File: src/rtl/uart_pkg.sv
// Shared types and width helpers for the UART transmit buffer.
// The issue state machine lives in the top level; the FIFO is a separate block.
package uart_pkg;

  localparam int DEFAULT_DATA_WIDTH = 8;

  typedef enum logic [1:0] {
    IDLE      = 2'd0,
    WAIT_BUSY = 2'd1,
    WAIT_DONE = 2'd2
  } tx_state_t;

  // Width of an index into n entries (never narrower than one bit).
  function automatic int addr_width(input int n);
    return (n > 1) ? $clog2(n) : 1;
  endfunction

  // Occupancy needs one extra bit so that "completely full" is representable.
  function automatic int count_width(input int depth);
    return addr_width(depth) + 1;
  endfunction

endpackage

File: src/rtl/uart_sync_fifo.sv
// Synchronous circular-buffer FIFO with occupancy count, decoded flags and
// a sticky overflow flag; read data is the entry at the read pointer.
module uart_sync_fifo
  import uart_pkg::*;
#(
  parameter int DATA_WIDTH        = DEFAULT_DATA_WIDTH,
  parameter int DEPTH             = 16,
  parameter int ALMOST_FULL_LEVEL = 12
) (
  input  logic                          clk,
  input  logic                          reset,
  input  logic                          wr_en,
  input  logic [DATA_WIDTH-1:0]         wr_data,
  input  logic                          rd_en,
  input  logic                          clr_flags,
  output logic [DATA_WIDTH-1:0]         rd_data,
  output logic                          full,
  output logic                          almost_full,
  output logic                          empty,
  output logic [count_width(DEPTH)-1:0] count,
  output logic                          overflow
);

  localparam int AW = addr_width(DEPTH);
  localparam int CW = count_width(DEPTH);
  localparam logic [CW-1:0] FULL_COUNT = CW'(DEPTH);
  localparam logic [CW-1:0] AF_COUNT   = CW'(ALMOST_FULL_LEVEL);

  logic [DATA_WIDTH-1:0] mem [DEPTH];
  logic [AW-1:0]         wr_ptr;
  logic [AW-1:0]         rd_ptr;
  logic                  wr_accept;
  logic                  pop;

  assign full        = (count == FULL_COUNT);
  assign almost_full = (count >= AF_COUNT);
  assign empty       = (count == '0);

  // A write while full is dropped even if a pop frees a slot at the same edge.
  assign wr_accept = wr_en && !full;
  assign pop       = rd_en && !empty;
  assign rd_data   = mem[rd_ptr];

  always_ff @(posedge clk) begin
    if (wr_accept) mem[wr_ptr] <= wr_data;
  end

  // DEPTH is a power of two, so the pointers wrap by natural overflow.
  always_ff @(posedge clk or posedge reset) begin
    if (reset) begin
      wr_ptr <= '0;
      rd_ptr <= '0;
      count  <= '0;
    end else begin
      if (wr_accept) wr_ptr <= wr_ptr + 1'b1;
      if (pop)       rd_ptr <= rd_ptr + 1'b1;
      case ({wr_accept, pop})
        2'b10:   count <= count + CW'(1);
        2'b01:   count <= count - CW'(1);
        default: count <= count;
      endcase
    end
  end

  always_ff @(posedge clk or posedge reset) begin
    if (reset)              overflow <= 1'b0;
    else if (clr_flags)     overflow <= 1'b0;
    else if (wr_en && full) overflow <= 1'b1;
  end

endmodule

File: src/rtl/uart_tx_fifo.sv
// Transmit buffer in front of the UART transmitter: queues host bytes and
// issues them one at a time, watching the transmitter's busy acknowledgement.
module uart_tx_fifo
  import uart_pkg::*;
#(
  parameter int INPUT_DATA_WIDTH  = DEFAULT_DATA_WIDTH,
  parameter int FIFO_DEPTH        = 16,
  parameter int ALMOST_FULL_LEVEL = 12,
  parameter int BUSY_TIMEOUT      = 64
) (
  input  logic                               clk,
  input  logic                               reset,
  input  logic                               wr_en,
  input  logic [INPUT_DATA_WIDTH-1:0]        wr_data,
  output logic                               full,
  output logic                               almost_full,
  output logic                               empty,
  output logic [count_width(FIFO_DEPTH)-1:0] fifo_count,
  output logic                               overflow,
  output logic                               tx_timeout,
  input  logic                               clr_flags,
  output logic                               tx_enable,
  output logic [INPUT_DATA_WIDTH-1:0]        tx_data,
  input  logic                               tx_busy
);

  localparam int TW = addr_width(BUSY_TIMEOUT);
  localparam logic [TW-1:0] TIMEOUT_LAST = TW'(BUSY_TIMEOUT - 1);

  // Handshake: tx_enable is a one-cycle issue carrying tx_data; the
  // transmitter acknowledges by raising tx_busy and finishes the frame when
  // tx_busy falls. A byte is issued only from IDLE while tx_busy is low, and
  // a transmitter that never raises tx_busy is abandoned after BUSY_TIMEOUT.
  tx_state_t                   state;
  tx_state_t                   state_next;
  logic [TW-1:0]               timer;
  logic [TW-1:0]               timer_next;
  logic                        issue;
  logic                        timeout_set;
  logic [INPUT_DATA_WIDTH-1:0] head_data;

  uart_sync_fifo #(
    .DATA_WIDTH       (INPUT_DATA_WIDTH),
    .DEPTH            (FIFO_DEPTH),
    .ALMOST_FULL_LEVEL(ALMOST_FULL_LEVEL)
  ) u_fifo (
    .clk        (clk),
    .reset      (reset),
    .wr_en      (wr_en),
    .wr_data    (wr_data),
    .rd_en      (issue),
    .clr_flags  (clr_flags),
    .rd_data    (head_data),
    .full       (full),
    .almost_full(almost_full),
    .empty      (empty),
    .count      (fifo_count),
    .overflow   (overflow)
  );

  always_ff @(posedge clk or posedge reset) begin
    if (reset) begin
      state <= IDLE;
      timer <= '0;
    end else begin
      state <= state_next;
      timer <= timer_next;
    end
  end

  always_comb begin
    state_next  = state;
    timer_next  = timer;
    issue       = 1'b0;
    timeout_set = 1'b0;
    case (state)
      IDLE: begin
        if (!empty && !tx_busy) begin
          issue      = 1'b1;
          timer_next = '0;
          state_next = WAIT_BUSY;
        end
      end
      WAIT_BUSY: begin
        if (tx_busy) begin
          state_next = WAIT_DONE;
        end else if (timer == TIMEOUT_LAST) begin
          // The byte is treated as sent; the queue keeps moving.
          timeout_set = 1'b1;
          state_next  = IDLE;
        end else begin
          timer_next = timer + 1'b1;
        end
      end
      WAIT_DONE: begin
        if (!tx_busy) state_next = IDLE;
      end
      default: state_next = IDLE;
    endcase
  end

  always_ff @(posedge clk or posedge reset) begin
    if (reset) begin
      tx_enable <= 1'b0;
      tx_data   <= '0;
    end else begin
      tx_enable <= issue;
      if (issue) tx_data <= head_data;
    end
  end

  always_ff @(posedge clk or posedge reset) begin
    if (reset)            tx_timeout <= 1'b0;
    else if (clr_flags)   tx_timeout <= 1'b0;
    else if (timeout_set) tx_timeout <= 1'b1;
  end

endmodule

File: config.mk
export PLATFORM = sky130hd
export DESIGN_NAME = uart_tx_fifo
export DESIGN_NICKNAME = d
export VERILOG_FILES = /design/src/rtl/uart_pkg.sv /design/src/rtl/uart_sync_fifo.sv /design/src/rtl/uart_tx_fifo.sv
export SDC_FILE = /design/constraint.sdc
export NUM_CORES = 1
export LEC_CHECK = 0
export ABC_AREA = 1
export BUFFER_PORTS_ARGS = -buffer_cell sky130_fd_sc_hd__buf_4
export CAP_MARGIN = 30
export CORE_MARGIN = 8
export CORE_UTILIZATION = 45
export DETAILED_ROUTE_END_ITERATION = 6
export PLACE_DENSITY = 0.62
export REMOVE_ABC_BUFFERS = 1
export SETUP_SLACK_MARGIN = 0.02
export SLEW_MARGIN = 0
export SYNTH_ARGS = -nofsm -noshare
export SYNTH_HDL_FRONTEND = slang
export SYNTH_SLANG_ARGS = --single-unit
File: constraint.sdc
create_clock -name clk -period 2.5 [get_ports clk]
set_input_delay 0.125 -clock clk [delete_from_list [all_inputs] [get_ports clk]]
set_output_delay 0.125 -clock clk [all_outputs]
set_load 0.1 [all_outputs]
==> impl_metrics.py, run 1 <==
metrics = {
    "run_status": {
        "status": "completed",
    },
    "cts": {
        "cts_num_sinks": 160,
        "cts-htree-levels": 4,
        "ctsResizeCount": 0,
        "cts-root-buf": "clkbuf_16",
        "postCtsSetupRepairBufs": 0,
        "clockBufferDepth": 2,
        "clkTransAtPathRegs_ns": 0.06,
        "clock_latency_ns": 0.42,
        "cts_buffers": 17,
        "cts_tree": "yes",
    },
    "floorplan": {
        "core-area_sq_um": 15710,
        "initial_core_util": 0.4559,
        "die_h_microns": 142.2,
        "num_rows": 46,
        "die_area_sq_um": 20210,
        "dieWidth_microns": 142.2,
        "io_pins": 32,
    },
    "yosys": {
        "synth_top_area_frac": 0.5366,
        "yosys_warnings": 0,
        "synth_cells": 717,
        "yosysTopAreaCell": "edfxtp_1",
        "yosysSeqAreaShare": 0.6484,
        "ys_ff_latch": 160,
        "ys_top_cells_by_area": "edfxtp_1 54%, nand2_1 12%, dfrtp_1 11%",
        "yosysUniqueCellTypes": 28,
        "syn_area_per_cell_sq_um": 9.990,
        "synthesis.area_sq_um": 7163,
    },
    "grt": {
        "grt_overflow_total": 0,
        "grt_max_degree": 67,
        "grt_pass1_vias": 4979,
        "antenna_found_initial": 0,
        "grt_pass1_wl_microns": 26240,
        "grt_use_total": 0.1706,
    },
    "setup_path": {
        "cp-end-kind": "register",
        "reg2reg_slack_ns": 0.21,
        "reg2reg_from": "u_fifo.count[3]",
        "rr_worst_depth": 12,
        "path_class": "reg -> reg",
        "cp_max_fo": 7,
        "slowest_stage": "dfrtp_1",
        "cp_num_buf_inv": 1,
        "cp.arrival_ns": 2.60,
        "critPathMaxStageDelay_ns": 0.42,
        "path_common_cell": "nand2_1",
        "reg2reg_to": "u_fifo.count[4]",
        "path_delay_family": "adder cells",
        "cp_cell_sequence": "nor2_1 -> nand4_1 -> nand2_1 -> inv_1 -> ha_1 -> ha_1 -> a21oi_1 -> nand2_1 -> a21oi_1 -> o21ai_0 -> nand2_1 -> nand2_1",
        "worstPathRequired_ns": 2.81,
        "crit_path_start_kind": "register",
    },
    "placement": {
        "port_buffers": 31,
        "place_congestion": 0.9240,
        "postPlaceCellArea_sq_um": 7704,
        "place_ws_ns": 0.2601,
        "hpwl_microns": 10490,
    },
    "sta": {
        "fin_setup_tns_ns": 0,
        "finalHoldViolCount": 0,
        "slew_headroom": 0.4808,
        "worst_pin_slew_ns": 0.7780,
        "period_minus_slack_ns": 2.288,
        "finalCritPeriodShare": 0.9153,
        "fin_skew_ns": 0.005851,
        "rsz0062_at_grt": "false",
        "fmax_ghz": 0.4370,
        "setup_viol": 0,
        "slew_violations": 0,
        "final_critical_path_setup_slack_ns": 0.2118,
        "whs_ns": 0.05327,
    },
    "power_and_ir_drop": {
        "powerDensity_nw_per_um2": 1215,
        "p_leak_nw": 3.751,
        "fin_total_pwr_w": 0.01010,
        "power.ir.vdd_worst_v": 0.0005876,
    },
    "job": {
        "cap_viol_max_count": 0,
    },
    "finish": {
        "stdcell_area_sq_um": 8315,
        "syn_to_final_growth_pct": 16.09,
        "drive_gt1_frac": 0.1228,
        "antenna_cells": 0,
        "nets": 793,
    },
    "route": {
        "vias": 4923,
        "postRouteAntennaNets": 0,
        "drtPass1Iterations": 5,
        "viasPerCell": 4.933,
        "drt_iter0_drc": 469,
        "wl_per_cell_microns": 16.08,
        "drc": 0,
        "wl_microns": 16040,
    },
    "worst_hold_path": {
        "hold_class": "in -> reg",
        "hold_end": "u_fifo.mem[10][1]",
        "hold_path_depth": 1,
        "worstHoldStart": "wr_data[1]",
    },
}
-- flip-flops by register name, indices dropped and copies added, names as in the netlist --
signal           flops
tx_enable            1
u_fifo.count         5
state                2
tx_timeout           1
u_fifo.rd_ptr        4
u_fifo.wr_ptr        4
tx_data              8
timer                6
u_fifo.mem         128
u_fifo.overflow      1
-- cell usage after synthesis (all sizes together) --
| cell type | n |
|---|---|
| fa | 1 |
| buf | 27 |
| clkbuf | 1 |
| nand4 | 2 |
| ha | 10 |
| xnor2 | 2 |
| a21oi | 8 |
| inv | 122 |
| dfrtp | 32 |
| o21ai | 11 |
| edfxtp | 128 |
| nor2 | 12 |
| nor3 | 13 |
| xor2 | 8 |
| clkinv | 1 |
| nor3b | 2 |
| nand2 | 232 |
| nand3 | 104 |
| o211ai | 1 |
-- power by group --
part           leakage [nW]  internal, W  switching [W]  total, W
clock                 0.263      0.00138        0.00106   0.00243
sequential             1.56      0.00329       0.000228   0.00352
combinational          1.93      0.00109        0.00306   0.00415
total                  3.75      0.00576        0.00435    0.0101
-- how the worst max path moves through the flow --
stage,start,to,depth (start not counted)
2_1_floorplan,u_fifo.count[1],u_fifo.count[4],12
3_3_place_gp,u_fifo.count[3],u_fifo.count[4],12
3_5_place_dp,u_fifo.count[3],u_fifo.count[4],12
4_1_cts,u_fifo.count[3],u_fifo.count[4],12
5_1_grt,u_fifo.count[3],u_fifo.count[4],12
6_report,u_fifo.count[3],u_fifo.count[4],12
-- placed cells by master, fill, tap and decap left out, types with 10 or more instances in the layout --
master     count
clkbuf_16     17
nor2_1        11
nor3_1        13
nand2_1      229
ha_1          10
edfxtp_1     128
inv_1        120
dfrtp_1       31
nand3_1      104
buf_4         55
-- metal layers --
layer,vias to the layer above,routed length (microns),GRT usage
met5,-,0,0
li1,2413,-,-
met3,19,690,0.03455
met2,111,8192,0.2882
met4,0,348,0.06614
met1,2380,6813,0.2110
-- metrics by stage --
| step | utilization | cells |
|---|---|---|
| 2_1_floorplan | - | 689 |
| 3_3_place_gp | 0.4903 | 961 |
| 3_5_place_dp | 0.4903 | 961 |
| 4_1_cts | 0.5292 | 998 |
| 5_1_grt | 0.5292 | 998 |
| 6_report | 0.5292 | 998 |
-- timing repair --
action / in CTS / in global routing
endpoints found under the setup margin: 0 / 0
hold buffers: 5 / 0
hold endpoints to repair: 21 / 0
-- layout make-up --
type                    count  area, sq um
clock inverters            15        136.4
clock buffers              17        425.4
fillers                  1408         7397
inverters                 123        461.7
flip-flops and latches    160         4646
well taps                 216        270.3
repair buffers             61        483.0
multi-input cells         406         1893
-- worst reg2reg max path, delay by kind of cell, from the launching register on --
family | cells | cell delay (ns)
AO/OA/AOI/OAI | 3 | 0.46
adder cells (fa/ha/maj) | 2 | 0.67
flip-flops | 1 | 0.42
buffers and inverters | 1 | 0.05
AND/OR/NAND/NOR | 6 | 0.57
-- cell families after synthesis --
logic type / count (synthesis) / share of synthesized area
compound gates: 20 / 0.01694
xor+xnor: 10 / 0.01223
fa+ha+maj: 11 / 0.02026
buf+inv: 151 / 0.08733
flops: 160 / 0.6484
simple gates: 365 / 0.2148
(Power assumes the default switching activity.)
==> inputs of run 2 (changes only) <==
SKIP_CTS_REPAIR_TIMING = 1   (was not set)
clock period = 2.31 ns   (was 2.5 ns; I/O delays follow)
==> run 2 against run 1 <==
  * First-iteration DRC count grew 17%
  * Register-to-register slack lost 0.02 ns
  * Global-route usage grew 0.11 points
  * Die area is the same
  * Critical endpoint unchanged
  * Largest power group unchanged
==> impl_metrics.py, run 2 (synthesis gave the netlist of run 1 again) <==
metrics = {
    "route": {
        "routed.top_layer": "met4",
        "drt_iter0_drc": 548,
        "vias": 4966,
        "route.met3.wl_microns": 677,
        "dr_wl_met2_microns": 8435,
        "viasPerCell": 4.961,
        "wl_met1_microns": 6932,
        "wl_microns": 16460,
        "drc": 0,
        "wl_per_cell_microns": 16.44,
        "postRouteAntennaNets": 0,
        "drtPass1Iterations": 5,
    },
    "power_and_ir_drop": {
        "power.ir.vdd_worst_v": 0.0006605,
        "switching_share": 0.4080,
        "p_clk_frac": 0.273,
        "p_leak_nw": 3.825,
        "p_sw_w": 0.004705,
        "p_comb_frac": 0.399,
        "internal_power_w": 0.006827,
        "seqPwrFrac": 0.328,
        "powerDensity_nw_per_um2": 1362,
    },
    "setup_path": {
        "slowest_stage": "dfrtp_1",
        "reg2reg_slack_ns": 0.19,
        "rr_worst_depth": 12,
        "crit_end": "u_fifo.count[4]",
        "cp-end-kind": "register",
        "path_class": "reg -> reg",
        "worstPathRequired_ns": 2.61,
        "reg2reg_to": "u_fifo.count[4]",
        "cp.arrival_ns": 2.43,
        "crit_path_start_kind": "register",
        "reg2reg_from": "u_fifo.count[2]",
        "critPathMaxStageDelay_ns": 0.42,
        "cp_max_fo": 7,
        "cp_cell_sequence": "inv_1 -> nand4_1 -> nand2_1 -> inv_1 -> ha_4 -> ha_1 -> a21oi_1 -> nand2_1 -> a21oi_1 -> o21ai_0 -> nand2_1 -> nand2_1",
        "crit_start": "u_fifo.count[2]",
        "path_common_cell": "nand2_1",
    },
    "cts": {
        "cts-root-buf": "clkbuf_16",
        "cts_num_sinks": 160,
        "cts_buffers": 17,
        "cts_tree": "yes",
        "clockBufferDepth": 2,
        "cts-htree-levels": 4,
        "clock_latency_ns": 0.42,
        "clkTransAtPathRegs_ns": 0.06,
    },
    "floorplan": {
        "io_pins": 32,
        "num_rows": 46,
        "dieWidth_microns": 142.2,
        "initial_core_util": 0.4559,
        "core-area_sq_um": 15710,
        "die_h_microns": 142.2,
        "die_area_sq_um": 20210,
    },
    "sta": {
        "final_critical_path_setup_slack_ns": 0.1871,
        "slew_headroom": 0.5125,
        "setup_viol": 0,
        "fin_skew_ns": 0.006572,
        "whs_ns": 0.04233,
        "finalHoldViolCount": 0,
        "finalCritPeriodShare": 0.9190,
        "period_minus_slack_ns": 2.123,
        "worst_pin_slew_ns": 0.7313,
        "fin_setup_tns_ns": 0,
        "fmax_ghz": 0.4711,
        "slew_violations": 0,
        "rsz0062_at_grt": "false",
    },
    "finish": {
        "multiInputGateArea_sq_um": 1908,
        "instances_no_fill": 1001,
        "largest_reg_flops": 128,
        "antenna_cells": 0,
        "n_fill_cell": 1335,
        "final_cell_mix": "229 x nand2_1, 128 x edfxtp_1, 120 x inv_1",
        "top_regs": "u_fifo.mem (128), tx_data (8), timer (6)",
        "nets": 796,
        "syn_to_final_growth_pct": 18.22,
        "regArea_sq_um": 4646,
        "drive_gt1_frac": 0.1299,
        "regMostFlops": "u_fifo.mem",
        "layout_commonest_cell": "nand2_1",
    },
    "placement": {
        "place_ws_ns": 0.1134,
        "place_congestion": 0.8939,
        "hpwl_microns": 10590,
        "port_buffers": 31,
        "placed_cells": 965,
    },
    "run_status": {
        "status": "completed",
    },
    "grt": {
        "antenna_found_initial": 0,
        "grt_overflow_total": 0,
        "grt_pass1_wl_microns": 26030,
        "grt_max_degree": 67,
        "grt_use_total": 0.1718,
        "grt_pass1_vias": 4872,
    },
    "worst_hold_path": {
        "hold_class": "in -> reg",
    },
    "job": {
        "cap_viol_max_count": 0,
    },
}
## run 2: cell types whose count changed in the layout (fill, tap and decap cells not counted), moves of 2 or more
| cell | change |
|---|---|
| bufinv_16 | +5 |
| buf_4 | +3 |
| clkinv_4 | -2 |
| clkinvlp_4 | -2 |
| inv_6 | -2 |
## run 2: final cells by class
cell class / count / share of cell area
clock buffer: 18 / 0.05068
clock inverter: 14 / 0.02807
inverter: 123 / 0.05452
multi-input combinational: 406 / 0.2253
sequential: 160 / 0.5486
tap: 216 / 0.03191
timing repair buffer: 64 / 0.06087
## run 2: worst max-delay path: cells and delay by family, from the launching register on
kind            cells  cell delay (ns)
fa+ha+maj           2             0.52
compound gates      3             0.43
buf+inv             2             0.19
simple gates        5             0.45
flops               1             0.42
## run 2: worst min path at each step
stage               startpoint          endpoint  slack (ns)  depth (start not counted)
floorplan            clr_flags        tx_timeout        0.18                          1
global placement         reset         tx_enable        0.22                          2
detailed placement       reset         tx_enable        0.23                          2
CTS                      reset         tx_enable       -0.23                          2
global route        wr_data[5]  u_fifo.mem[7][5]        0.05                          1
finish              wr_data[1]  u_fifo.mem[6][1]        0.04                          1
## run 2: stage by stage
stage / power (W) / utilization / area, sq um
final: 0.01153 / 0.5389 / 8468
after floorplan: 0.006930 / - / 6999
after detailed placement: 0.008409 / 0.4930 / 7746
after global routing: 0.01217 / 0.5389 / 8468
after CTS: 0.01156 / 0.5354 / 8413
after global placement: 0.008312 / 0.4930 / 7746
## run 2: routing by layer
metal | global-route usage | up-vias
met1 | 0.2115 | 2399
met2 | 0.2895 | 123
met5 | 0 | -
met3 | 0.03187 | 25
met4 | 0.07518 | 0
li1 | - | 2419
## run 2: power groups by stage
| stage | Combinational, W | Sequential (W) | Clock [W] |
|---|---|---|---|
| after detailed placement | 0.00457 | 0.00384 | 0 |
| after global routing | 0.00504 | 0.00383 | 0.00330 |
| after floorplan | 0.00209 | 0.00484 | 0 |
| final | 0.00460 | 0.00379 | 0.00315 |
| after CTS | 0.00459 | 0.00379 | 0.00319 |
| after global placement | 0.00449 | 0.00382 | 0 |
